==> src/rtl/wide_pattern_gen.sv <==
//============================================================================
// Module   : wide_pattern_gen
// Purpose  : Emits a fixed sequence of 32-bit test words NUM_LOOPS times per
//            start request. Supports hold, abort and a one-cycle done pulse.
// Options  : WIDE_PATTERN_GEN_WALK1_EN - appends 32 walking-one words
//            (idx 11..42) to every loop.
// Revision : 1.0 - initial release
//============================================================================
`default_nettype none

module wide_pattern_gen #(
    parameter int NUM_LOOPS = 1,
    parameter int WIDTH     = 32
) (
    input  logic             clock,
    input  logic             rst,
    input  logic             start,
    input  logic             hold,
    input  logic             abort,
    output logic [WIDTH-1:0] d_out,
    output logic             valid,
    output logic             busy,
    output logic             done,
    output logic [5:0]       word_idx
);

    // Only a 32-bit datapath and a loop count that fits the 8-bit counter exist.
    generate
        if (WIDTH != 32) begin : g_bad_width
            $error("wide_pattern_gen: WIDTH must be 32");
        end
        if ((NUM_LOOPS < 1) || (NUM_LOOPS > 255)) begin : g_bad_loops
            $error("wide_pattern_gen: NUM_LOOPS must be within 1..255");
        end
    endgenerate

    typedef enum logic [1:0] {
        IDLE = 2'd0,
        RUN  = 2'd1,
        DONE = 2'd2
    } state_t;

`ifdef WIDE_PATTERN_GEN_WALK1_EN
    localparam logic [5:0] c_last_idx = 6'd42;
`else
    localparam logic [5:0] c_last_idx = 6'd10;
`endif
    localparam logic [7:0] c_last_loop = 8'(NUM_LOOPS - 1);

    // Word lookup; indices beyond 10 only exist when walking-ones are enabled.
    function automatic logic [31:0] f_word(input logic [5:0] idx);
        logic [31:0] w;
        w = 32'h0000_0000;
        case (idx)
            6'd0:    w = 32'h0000_0000;
            6'd1:    w = 32'hFFFF_FFFF;
            6'd2:    w = 32'hFFFF_0000;
            6'd3:    w = 32'h0000_FFFF;
            6'd4:    w = 32'h5555_5555;
            6'd5:    w = 32'hAAAA_AAAA;
            6'd6:    w = 32'h1111_1111;
            6'd7:    w = 32'h2222_2222;
            6'd8:    w = 32'h4444_4444;
            6'd9:    w = 32'h8888_8888;
            6'd10:   w = 32'h0000_0000;
            default: begin
`ifdef WIDE_PATTERN_GEN_WALK1_EN
                w = 32'd1 << (idx - 6'd11);
`else
                w = 32'h0000_0000;
`endif
            end
        endcase
        return w;
    endfunction

    state_t      r_state;
    state_t      w_state_nxt;
    logic [5:0]  r_word_idx;
    logic [5:0]  w_idx_nxt;
    logic [7:0]  r_loop_cnt;
    logic [7:0]  w_loop_nxt;
    logic [31:0] r_d_out;
    logic [31:0] w_dout_nxt;

    // Next-state logic; the data word is looked up from the next index so that
    // d_out and word_idx change in the same cycle.
    always_comb begin
        w_state_nxt = r_state;
        w_idx_nxt   = r_word_idx;
        w_loop_nxt  = r_loop_cnt;
        w_dout_nxt  = r_d_out;
        case (r_state)
            IDLE: begin
                w_idx_nxt  = 6'd0;
                w_loop_nxt = 8'd0;
                w_dout_nxt = 32'h0000_0000;
                if (start) begin
                    w_state_nxt = RUN;
                    w_dout_nxt  = f_word(6'd0);
                end
            end
            RUN: begin
                if (abort) begin
                    w_state_nxt = IDLE;
                    w_idx_nxt   = 6'd0;
                    w_loop_nxt  = 8'd0;
                    w_dout_nxt  = 32'h0000_0000;
                end else if (hold) begin
                    w_state_nxt = RUN;
                end else if (r_word_idx == c_last_idx) begin
                    w_idx_nxt = 6'd0;
                    if (r_loop_cnt == c_last_loop) begin
                        w_state_nxt = DONE;
                        w_loop_nxt  = 8'd0;
                        w_dout_nxt  = 32'h0000_0000;
                    end else begin
                        w_loop_nxt = r_loop_cnt + 8'd1;
                        w_dout_nxt = f_word(6'd0);
                    end
                end else begin
                    w_idx_nxt  = r_word_idx + 6'd1;
                    w_dout_nxt = f_word(r_word_idx + 6'd1);
                end
            end
            DONE: begin
                w_state_nxt = IDLE;
                w_idx_nxt   = 6'd0;
                w_loop_nxt  = 8'd0;
                w_dout_nxt  = 32'h0000_0000;
            end
            default: begin
                w_state_nxt = IDLE;
                w_idx_nxt   = 6'd0;
                w_loop_nxt  = 8'd0;
                w_dout_nxt  = 32'h0000_0000;
            end
        endcase
    end

    // State and datapath registers; reset overrides every other input.
    always_ff @(posedge clock) begin
        if (!rst) begin
            r_state    <= IDLE;
            r_word_idx <= 6'd0;
            r_loop_cnt <= 8'd0;
            r_d_out    <= 32'h0000_0000;
        end else begin
            r_state    <= w_state_nxt;
            r_word_idx <= w_idx_nxt;
            r_loop_cnt <= w_loop_nxt;
            r_d_out    <= w_dout_nxt;
        end
    end

    assign d_out    = r_d_out;
    assign word_idx = r_word_idx;
    assign valid    = (r_state == RUN);
    assign busy     = (r_state == RUN);
    assign done     = (r_state == DONE);

endmodule

`default_nettype wire

==> config.mk <==
export PLATFORM = sky130hd
export DESIGN_NAME = wide_pattern_gen
export DESIGN_NICKNAME = d
export VERILOG_FILES = /design/src/rtl/wide_pattern_gen.sv
export SDC_FILE = /design/constraint.sdc
export NUM_CORES = 1
export LEC_CHECK = 0
export BUFFER_PORTS_ARGS = -buffer_cell sky130_fd_sc_hd__buf_2
export CORE_UTILIZATION = 45
export DETAILED_ROUTE_END_ITERATION = 10
export GPL_ROUTABILITY_DRIVEN = 0
export PLACE_DENSITY = 0.71
export SETUP_SLACK_MARGIN = 0.5
export SLEW_MARGIN = 40
export SYNTH_ARGS = -nofsm -noshare
export SYNTH_HDL_FRONTEND = slang
export SYNTH_SLANG_ARGS = --single-unit
==> constraint.sdc <==
create_clock -name clock -period 2.3 [get_ports clock]
set_input_delay 0.23 -clock clock [delete_from_list [all_inputs] [get_ports clock]]
set_output_delay 0.23 -clock clock [all_outputs]
set_load 0.01 [all_outputs]
=== Word-level counts from Yosys, hierarchy flattened ===
Memory sizes are Yosys's and may differ from the RTL's.
Index checks and enable logic that the tools add are counted.

* Input bits: 5
* Memory bits (read-only): 512
* Output and inout port bits: 41
* Bits in latches: 0
* Logic and storage cells: 32
* Memories: 1
* Register bits after elaboration: 48
* Bits in writable memories: 0

* Multiply operators: 0
* Divide/modulo/power cells: 0
* Equal/unequal tests: 6
* Bitwise gates (word level): 3
* Shifts and indexed selects: 0
* Magnitude comparators: 0
* Muxes and demuxes: 10
* Add/sub/neg operators: 2
* Reduce and logical (&&, ||, !) cells: 6

{| class="wikitable"
|+ Memory list
! memory !! depth !! bits a word !! read ports !! clocked after memory_dff !! write ports !! line !! RTL
|-
| (no name shown) || 16 || 32 || 1 || 0 || 0 || 54 || <nowiki>case (idx)</nowiki>
|}

{| class="wikitable"
|+ Operators by type and width
! operator !! count
|-
| 32-bit two-way mux || 2
|-
| 2-bit two-way mux || 5
|-
| 8-bit by 1-bit adder with 8-bit output, second input constant || 1
|-
| 8-bit zero test || 1
|-
| 8-bit two-way mux || 1
|-
| 4-bit by 3-bit != test with 1-bit output, second input constant || 2
|-
| 6-bit by 1-bit adder with 6-bit output, second input constant || 1
|-
| 6-bit by 4-bit == test with 1-bit output, second input constant || 1
|-
| 6-bit two-way mux || 1
|-
| 2-bit zero test || 2
|-
| 2-bit one-hot mux with 2 select lines || 1
|-
| 1-bit NOT || 3
|-
| 3-bit AND reduction || 1
|-
| 3-bit OR reduction || 1
|-
| 2-bit by 1-bit == test with 1-bit output, second input constant || 1
|-
| 2-bit == test, second input constant || 1
|-
| 2-bit != test, second input constant || 1
|-
| 2-bit AND reduction || 1
|}

=== Depth between registers and ports, before layout ===
Gate-level depths: netlist (run 1).

* Depth in word-level cells: 6
* Mapped depth: 7
* Mapped depth without buffers: 6

=== Worst setup path before layout (run 1) ===
Ideal clock, no wire load.

* Path type: register to register
* From: register r_word_idx[0] (netlist: word_idx[0])
* To: register r_d_out[15] (netlist: d_out[15])
* Path slack: 0.310 ns
* Cell stages (with the launch flop): 7
* Clock period less this slack: 1.990 ns
* Required time: 2.183 ns
* Library setup time: 0.117 ns
* Arrival: 1.873 ns
* Path buffers: 1
* Path through: dfxtp_1 clkbuf_1 inv_1 ha_1 a32o_1 a211o_1 a32o_1

* Word-level cells in the longest chain between the ends: 4
* Elaborated cells on any way between the ends: 6
* Classes of those cells: add/sub (1); eq/ne (1); mux (2); reduce/logical (1); memory (1)

{| class="wikitable"
|+ Ends and longest elaborated chain
! what !! line !! RTL
|-
| start: declaration || 79 || <nowiki>logic [5:0] r_word_idx;</nowiki>
|-
| start signal: assignment || 150 || <nowiki>r_word_idx <= w_idx_nxt;</nowiki>
|-
| 6-bit by 1-bit adder with 6-bit output || 123 || <nowiki>w_dout_nxt = f_word(r_word_idx + 6'd1);</nowiki>
|-
| memory 16 x 32 bit or 2-bit zero test (tied branches) || - ||
|-
| 32-bit two-way mux || 54 ||
|-
| 32-bit two-way mux (*) || 111 || <nowiki>end else if (r_word_idx == c_last_idx) begin</nowiki>
|-
| end signal: assignment || 152 || <nowiki>r_d_out <= w_dout_nxt;</nowiki>
|-
| end: declaration || 83 || <nowiki>logic [31:0] r_d_out;</nowiki>
|}

Mark *: on every way between the ends. The rest lies on a longest branch, timed or not.
A chain may end at the register's enable or synchronous reset.

=== Worst setup path after layout (run 1) ===
Same ends and word-level chain as after synthesis.

==> results of run 1 <==
logic make-up after synthesis:
family,count (synthesis)
AO/OA/AOI/OAI,41
XOR/XNOR,8
adder cells (fa/ha/maj),6
buffers and inverters,39
flip-flops,24
multiplexers,2
AND/OR/NAND/NOR,62
worst max-delay path by stage:
stage	cells past startpoint	slack [ps]	end	start
5_1_grt	5	490	d_out[13]$_SDFFE_PP0N_	word_idx[0]$_SDFFE_PP0N_
3_3_place_gp	5	380	d_out[14]$_SDFFE_PP0N_	word_idx[0]$_SDFFE_PP0N_
2_1_floorplan	5	530	d_out[14]$_SDFFE_PP0N_	word_idx[1]$_SDFFE_PP0N_
3_5_place_dp	5	290	d_out[14]$_SDFFE_PP0N_	word_idx[0]$_SDFFE_PP0N_
4_1_cts	5	510	d_out[14]$_SDFFE_PP0N_	word_idx[0]$_SDFFE_PP0N_
6_report	5	590	d_out[15]$_SDFFE_PP0N_	word_idx[0]$_SDFFE_PP0N_
cells in the final DEF, fill, tap and decap left out, types with 2 or more instances in the layout:
| cell type | count |
|---|---|
| nand3b_1 | 2 |
| o21ai_0 | 6 |
| nor2b_1 | 3 |
| and4_1 | 2 |
| a32o_1 | 3 |
| clkbuf_4 | 3 |
| nor2_1 | 8 |
| inv_1 | 6 |
| buf_4 | 9 |
| nand2_1 | 16 |
| nand3_1 | 3 |
| mux2i_1 | 2 |
| or3_1 | 5 |
| dfxtp_2 | 2 |
| xnor2_1 | 4 |
| nand2b_1 | 7 |
| ha_1 | 5 |
| xor2_1 | 2 |
| dfxtp_4 | 2 |
| nor3_1 | 2 |
| o31ai_1 | 5 |
| dfxtp_1 | 20 |
| a21oi_1 | 17 |
| buf_2 | 45 |
| and2_1 | 2 |
| nand4b_1 | 2 |
power by group:
group	total, mW	leakage, nW	internal, mW	switching (mW)
combinational	0.0501	0.580	0.0229	0.0272
clock	0.225	0.0210	0.0970	0.128
sequential	0.423	0.196	0.418	0.00483
area by class of cell:
class	count	area, um2	area share, %
multi-input cells	119	860	48.6
flip-flops and latches	24	490	27.7
repair buffers	55	304	17.2
well taps	44	55.1	3.11
clock buffers	4	36.3	2.05
inverters	6	22.5	1.27
critical path, delay by kind of cell (launching register included):
family / cells / cell delay (ps)
buffers and inverters: 1 / 140
DFF: 1 / 430
adders and majority gates: 1 / 260
AOI/OAI and AO/OA: 3 / 780
repair_timing:
item | CTS | global route
pin swaps | 1 | 1
setup endpoints to repair | 13 | 10
setup buffers | 2 | 5
resized for setup | 6 | 6
per-layer routing:
| metal | vias up | global-route usage, % | part of all wire [%] |
|---|---|---|---|
| met5 | - | 0 | 0 |
| met4 | 0 | 3.90 | 1.1 |
| met3 | 5 | 4.48 | 4.3 |
| met2 | 30 | 29.2 | 46 |
| met1 | 589 | 22.7 | 49 |
| li1 | 670 | - | - |
flip-flops by register name (all words and copies together), names as in the netlist:
register	flops
word_idx	6
r_loop_cnt	8
r_state	2
d_out	8
==> results.yml, run 1 <==
final_layout:
  area_growth_pct: 14.3
  final_util_pct: 56.1
  nets: 220
  fin_cells: 252
  final.fill_count: 305
  fin_area_um2: 1770
  drive_above_1_share_pct: 34.6
  n_antenna_cell: 0
clock_network:
  hold_buffers: 0
  cts.sinks: 24
  clkTransAtPathRegs_ps: 130
  cts_inserted_buffers: 3
  cts_tree: "done"
  clockBufferDepth: 2
  clkLatencyLatePin_ps: 320
  cts_root_buffer: "clkbuf_4"
  h-tree-depth: 1
critical_path:
  cp-start-kind: "flip-flop"
  rr_endpoint: "d_out[15]$_SDFFE_PP0N_"
  cp_max_fo: 11
  path_class: "reg2reg"
  ff2ff_path_depth: 5
  rrSetupSlack_ps: 590
  crit_top_cell: "a32o_1"
  worstSetupEndpointType: "flip-flop"
  timing.rr.start: "word_idx[0]$_SDFFE_PP0N_"
  critical_path_arrival_ps: 1940
  required_ps: 2530
  crit_chain: "inv_1 -> ha_1 -> a32o_1 -> a211o_1 -> a32o_1"
  cp_slowest_cell: "dfxtp_4"
  crit_path_max_incr_delay_ps: 430
synth:
  synth_seq_cells: 24
  synth_edf_count: 0
  synth_mux_area_share_pct: 1.29
  synthArstFlopShare_pct: 0
  synthDistinctLibCells: 47
  ys_seq_area_share_pct: 31.1
  synth_area_leader_cell: "dfxtp_1"
  ys_top_cells_by_area: "dfxtp_1 31%, buf_4 13%, a21oi_1 5.5%"
  synth-main-ff-cell: "dfxtp_1"
  synthTopCellsByCount: "26 x buf_4, 24 x dfxtp_1, 17 x a21oi_1"
  synth_compound_area_share_pct: 17.2
  synth_top_family_by_area: "simple AND/OR/NAND/NOR gates"
  syn_avg_cell_area_um2: 8.50
  synthXorXnorAreaFrac_pct: 5.02
  syn-num-nets: 193
  synth_warnings: 0
  netlist_instances: 182
  synthSimpleGateAreaFrac_pct: 24.3
  synth.most_common_cell: "buf_4"
  yosysTopAreaCellShare_pct: 31.1
  synthAdderAreaFrac_pct: 4.85
  syn-cell-area_um2: 1550
sta:
  slew_viol_final: 0
  tns_ps: 0
  hold_slack_ps: 155
  setup_violations: 0
  fin_crit_ps: 1710
  final_hold_viol_count: 0
  fin_skew_ps: 2.30
  min_period_over_period_pct: 74.4
  max_slew_margin_pct: 71.2
  timing.fmax_mhz: 585
  max_slew.worst_pin.slew_ps: 430
  rsz0062_at_grt: "yes"
  setup_ws_ps: 589
power_and_ir_drop:
  irDropWorstVdd_mv: 0.390
  p_total_mw: 0.698
  pwr_density_cell_nw_per_um2: 395
  leakagePower_nw: 0.797
global_routing:
  grt_first_pass_wirelength_mm: 4.89
  grt_usage_pct: 17.5
  first_global_vias: 1117
  grt_overflow_total: 0
  antenna_found_initial: 0
  grt_max_degree: 15
die:
  num_rows: 20
  io-pin-count: 46
  die_h_um: 60.6
  die_w_um: 60.6
  dieArea_um2: 3670
  core-area_um2: 3150
  initial_core_util_pct: 49.0
worst_hold_path:
  min_to: "r_state[0]$_SDFFE_PN0P_"
  hp-start: "rst"
  worstHoldPathCells: 3
  hold_path.class: "in2reg"
job:
  cap_violations: 0
routing:
  drc: 0
  drtAntennaViolNets: 0
  viasPerCell: 5.13
  dr_total_vias: 1294
  finalWirelength_mm: 3.09
  dr.pass1.iters: 4
  wl_per_cell_um: 12.3
  drtIter0Drc: 30
place:
  dpl-instance-area_um2: 1620
  dp_hpwl_mm: 2.18
  dp_cells: 241
  dp_worst_setup_slack_ps: 291
  numPortBuffers: 45
run_status:
  status: "finished clean"
(Power assumes the default switching activity.)
==> run 2: changes to the inputs <==
==> constraint.sdc (replaced) <==
create_clock -name clock -period 1.7 [get_ports clock]
set_input_delay 0.17 -clock clock [delete_from_list [all_inputs] [get_ports clock]]
set_output_delay 0.17 -clock clock [all_outputs]
set_load 0.01 [all_outputs]
==> results.yml, run 2 (synthesis gave the netlist of run 1 again) <==
critical_path:
  cp-start-kind: "flip-flop"
  required_ps: 1990
  path_class: "reg2reg"
  crit_path_max_incr_delay_ps: 400
  worstSetupEndpointType: "flip-flop"
  cp_slowest_cell: "or4_1"
  critical_path_arrival_ps: 1830
  ff2ff_path_depth: 5
  cp_max_fo: 6
  crit_chain: "nor4b_4 -> buf_4 -> nand3b_4 -> or4_1 -> a21oi_1"
clock_network:
  clockBufferDepth: 2
  hold_buffers: 0
  cts_inserted_buffers: 3
  cts_tree: "done"
  h-tree-depth: 1
  cts_root_buffer: "clkbuf_4"
  clkLatencyLatePin_ps: 340
  cts.sinks: 24
  clkTransAtPathRegs_ps: 150
routing:
  met2_length_mm: 2.17
  maxUsedRoutingLayer: "met4"
  route.met3.wl_um: 177
  met1_length_mm: 1.86
  finalWirelength_mm: 4.31
  viasPerCell: 5.47
  drtAntennaViolNets: 0
  wl_per_cell_um: 15.4
  dr.pass1.iters: 4
  drc: 0
  drtIter0Drc: 86
  dr_total_vias: 1531
die:
  die_w_um: 60.6
  initial_core_util_pct: 49.0
  dieArea_um2: 3670
  core-area_um2: 3150
  io-pin-count: 46
  num_rows: 20
  die_h_um: 60.6
sta:
  timing.fmax_mhz: 652
  slew_viol_final: 0
  rsz0062_at_grt: "yes"
  final_hold_viol_count: 0
  max_slew.worst_pin.slew_ps: 398
  tns_ps: 0
  min_period_over_period_pct: 90.2
  fin_crit_ps: 1530
  setup_ws_ps: 166
  setup_violations: 0
  max_slew_margin_pct: 73.5
  fin_skew_ps: 16.3
place:
  dp_hpwl_mm: 2.46
  dp_worst_setup_slack_ps: 7.89
  numPortBuffers: 45
  dpl-instance-area_um2: 1740
global_routing:
  grt_first_pass_wirelength_mm: 6.91
  grt_max_degree: 15
  grt_overflow_total: 0
  first_global_vias: 1405
  grt_usage_pct: 25.6
  antenna_found_initial: 0
final_layout:
  nets: 248
  layout_commonest_cell: "buf_2"
  final_util_pct: 73.2
  fin_area_um2: 2310
  final_cell_mix: "38 x buf_2, 29 x buf_4, 14 x a21oi_1, 14 x nand2_1, 14 x dfxtp_1"
  drive_above_1_share_pct: 57.2
  final.fill_count: 223
  area_growth_pct: 49.3
  n_antenna_cell: 0
power_and_ir_drop:
  irDropWorstVdd_mv: 0.228
  pwr_density_cell_nw_per_um2: 450
  leakagePower_nw: 1.01
run_status:
  status: "finished clean"
worst_hold_path:
  hold_path.class: "in2reg"
  worstHoldPathCells: 3
job:
  cap_violations: 0
-- run 2: changes by cell type in the layout (fill, tap and decap cells not counted), moves of 4 or more --
| cell | change |
|---|---|
| ha_1 | -4 |
| dfxtp_1 | -6 |
| dfxtp_4 | +4 |
| buf_4 | +20 |
| buf_6 | +12 |
| buf_2 | -7 |
| inv_1 | -4 |
-- run 2: final cells by class --
| class | count | area (um2) | area share, % |
|---|---|---|---|
| clock buffers | 4 | 47.5 | 2.06 |
| inverters | 6 | 27.5 | 1.19 |
| multi-input cells | 120 | 1080 | 46.8 |
| flip-flops and latches | 24 | 508 | 22.0 |
| well taps | 44 | 55.1 | 2.38 |
| repair buffers | 82 | 589 | 25.5 |
-- run 2: timing repair --
item | 4_1_cts | 5_1_grt
pin swaps | 17 | 10
setup buffers | 28 | 2
endpoints found under the setup margin | 27 | 32
gates resized for setup | 47 | 16
gates cloned | 1 | 0
-- run 2: per-stage QoR --
stage          total power [mW]  instances  hold WS, ps
3_5_place_dp              0.653        245          440
4_1_cts                    1.04        278         54.8
6_report                   1.04        280         61.4
5_1_grt                    1.09        280         45.6
2_1_floorplan             0.642        182          314
3_3_place_gp              0.652        245          431
-- run 2: critical path: cells and delay by family, from the launching register on --
family	cells	cell delay, ps
compound gates	1	120
buf+inv	1	190
flops	1	390
simple gates	3	770
-- run 2: power by group --
group          switching (mW)  internal, mW  leakage [nW]  total, mW
Combinational          0.0465        0.0480         0.780     0.0945
Clock                   0.198         0.180        0.0261      0.378
Sequential            0.00675         0.560         0.201      0.566
-- run 2: per-layer routing --
| metal | track usage [%] | vias to the layer above |
|---|---|---|
| met4 | 11.0 | 0 |
| met1 | 32.5 | 731 |
| met2 | 43.5 | 62 |
| li1 | - | 727 |
| met3 | 3.20 | 11 |
| met5 | 0 | - |
-- run 2: final timing paths --
| path | end | slack (ps) | from |
|---|---|---|---|
| worst max-delay path | r_loop_cnt[3]$_SDFFE_PP0P_ | 170 | word_idx[4]$_SDFFE_PP0N_ |
| worst min-delay path | r_state[0]$_SDFFE_PN0P_ | 60 | start |
| worst max register to register | r_loop_cnt[3]$_SDFFE_PP0P_ | 170 | word_idx[4]$_SDFFE_PP0N_ |
| worst min register to register | d_out[12]$_SDFFE_PP0N_ | 500 | d_out[12]$_SDFFE_PP0N_ |
==> run 3: changes to the inputs <==
--- a/config.mk
+++ b/config.mk
@@ -9,6 +9,7 @@
 export CORE_UTILIZATION = 45
 export DETAILED_ROUTE_END_ITERATION = 10
 export GPL_ROUTABILITY_DRIVEN = 0
+export MAX_ROUTING_LAYER = met4
 export PLACE_DENSITY = 0.71
 export SETUP_SLACK_MARGIN = 0.5
 export SLEW_MARGIN = 40
==> results.yml, run 3 (synthesis gave the netlist of run 1 again) <==
die:
  die_w_um: 60.6
  initial_core_util_pct: 49.0
  io-pin-count: 46
  dieArea_um2: 3670
  core-area_um2: 3150
  num_rows: 20
  die_h_um: 60.6
critical_path:
  required_ps: 1990
  worstSetupEndpointType: "flip-flop"
  cp_max_fo: 6
  path_class: "reg2reg"
  cp-start-kind: "flip-flop"
  critical_path_arrival_ps: 1830
final_layout:
  multi_input_area_um2: 1080
  drive_above_1_share_pct: 57.2
  final.fill_count: 223
  area_growth_pct: 49.3
  n_antenna_cell: 0
  nets: 248
  layout_commonest_cell: "buf_2"
  regArea_um2: 508
  final_cell_mix: "38 x buf_2, 29 x buf_4, 14 x a21oi_1, 14 x nand2_1, 14 x dfxtp_1"
job:
  cap_violations: 0
clock_network:
  clkTransAtPathRegs_ps: 150
  clkLatencyLatePin_ps: 340
  h-tree-depth: 1
  cts_tree: "done"
  cts.sinks: 24
  cts_root_buffer: "clkbuf_4"
  clockBufferDepth: 2
  cts_inserted_buffers: 3
sta:
  setup_ws_ps: 166
  rsz0062_at_grt: "yes"
  fin_skew_ps: 14.1
  final_hold_viol_count: 0
  setup_violations: 0
  min_period_over_period_pct: 90.2
  timing.fmax_mhz: 652
  max_slew_margin_pct: 73.5
  max_slew.worst_pin.slew_ps: 397
  tns_ps: 0
  fin_crit_ps: 1530
  slew_viol_final: 0
global_routing:
  grt_max_degree: 15
  grt_overflow_total: 0
  grt_usage_pct: 26.3
  grt_first_pass_wirelength_mm: 6.90
  first_global_vias: 1409
  antenna_found_initial: 0
power_and_ir_drop:
  leakagePower_nw: 1.01
  irDropWorstVdd_mv: 0.228
  pwr_density_cell_nw_per_um2: 449
  p_total_mw: 1.04
routing:
  drtAntennaViolNets: 0
  dr_total_vias: 1544
  dr.pass1.iters: 4
  finalWirelength_mm: 4.31
  drtIter0Drc: 81
  wl_per_cell_um: 15.4
  viasPerCell: 5.51
  drc: 0
worst_hold_path:
  hold_path.class: "in2reg"
place:
  dp_hpwl_mm: 2.46
  numPortBuffers: 45
  dp_worst_setup_slack_ps: 7.89
run_status:
  status: "finished clean"
[run 3: timing repair]
item                                    4_1_cts  5_1_grt
setup buffers                                28        2
hold buffers                                  0        0
pin swaps                                    17       10
endpoints found under the setup margin       27       32
hold endpoints to repair                      0        0
gates resized for setup                      47       16
gates cloned                                  1        0
[run 3: worst max-delay path, cell delays in order, from the launching register on]
cell and delay (ps):
dfxtp_4 390, nor4b_4 260, buf_4 190, nand3b_4 110, or4_1 400, a21oi_1 120
[run 3: area by class of cell]
type,instances,share of cell area (%)
multi-input combinational,120,46.8
timing repair buffer,82,25.5
sequential,24,22.0
inverter,6,1.19
clock buffer,4,2.06
tap,44,2.38
[run 3: stage by stage]
stage	std cells	area, um2	util, %	hold WS, ps
CTS	278	2230	70.7	54.8
detailed placement	245	1740	55.2	440
global placement	245	1740	55.2	431
finish	280	2310	73.2	61.5
global route	280	2310	73.2	45.6
floorplan	182	1660	-	314
[run 3: report_power, final]
group	internal [mW]	switching, mW
sequential	0.560	0.00675
clock	0.180	0.196
combinational	0.0480	0.0466
total	0.788	0.250
[run 3: path summary, 6_finish.rpt]
kind,from,cells after the start,end,slack [ps]
worst max-delay path,word_idx[4]$_SDFFE_PP0N_,5,r_loop_cnt[3]$_SDFFE_PP0P_,170
worst min-delay path,start,3,r_state[0]$_SDFFE_PN0P_,60
worst max register to register,word_idx[4]$_SDFFE_PP0N_,5,r_loop_cnt[3]$_SDFFE_PP0P_,170
worst min register to register,d_out[12]$_SDFFE_PP0N_,2,d_out[12]$_SDFFE_PP0N_,500
[run 3: metal layers]
layer  share of wire [%]  GRT usage (%)
met5                   0              -
met4                 2.5           11.0
met3                 5.2           3.20
met2                  50           43.6
met1                  42           32.3
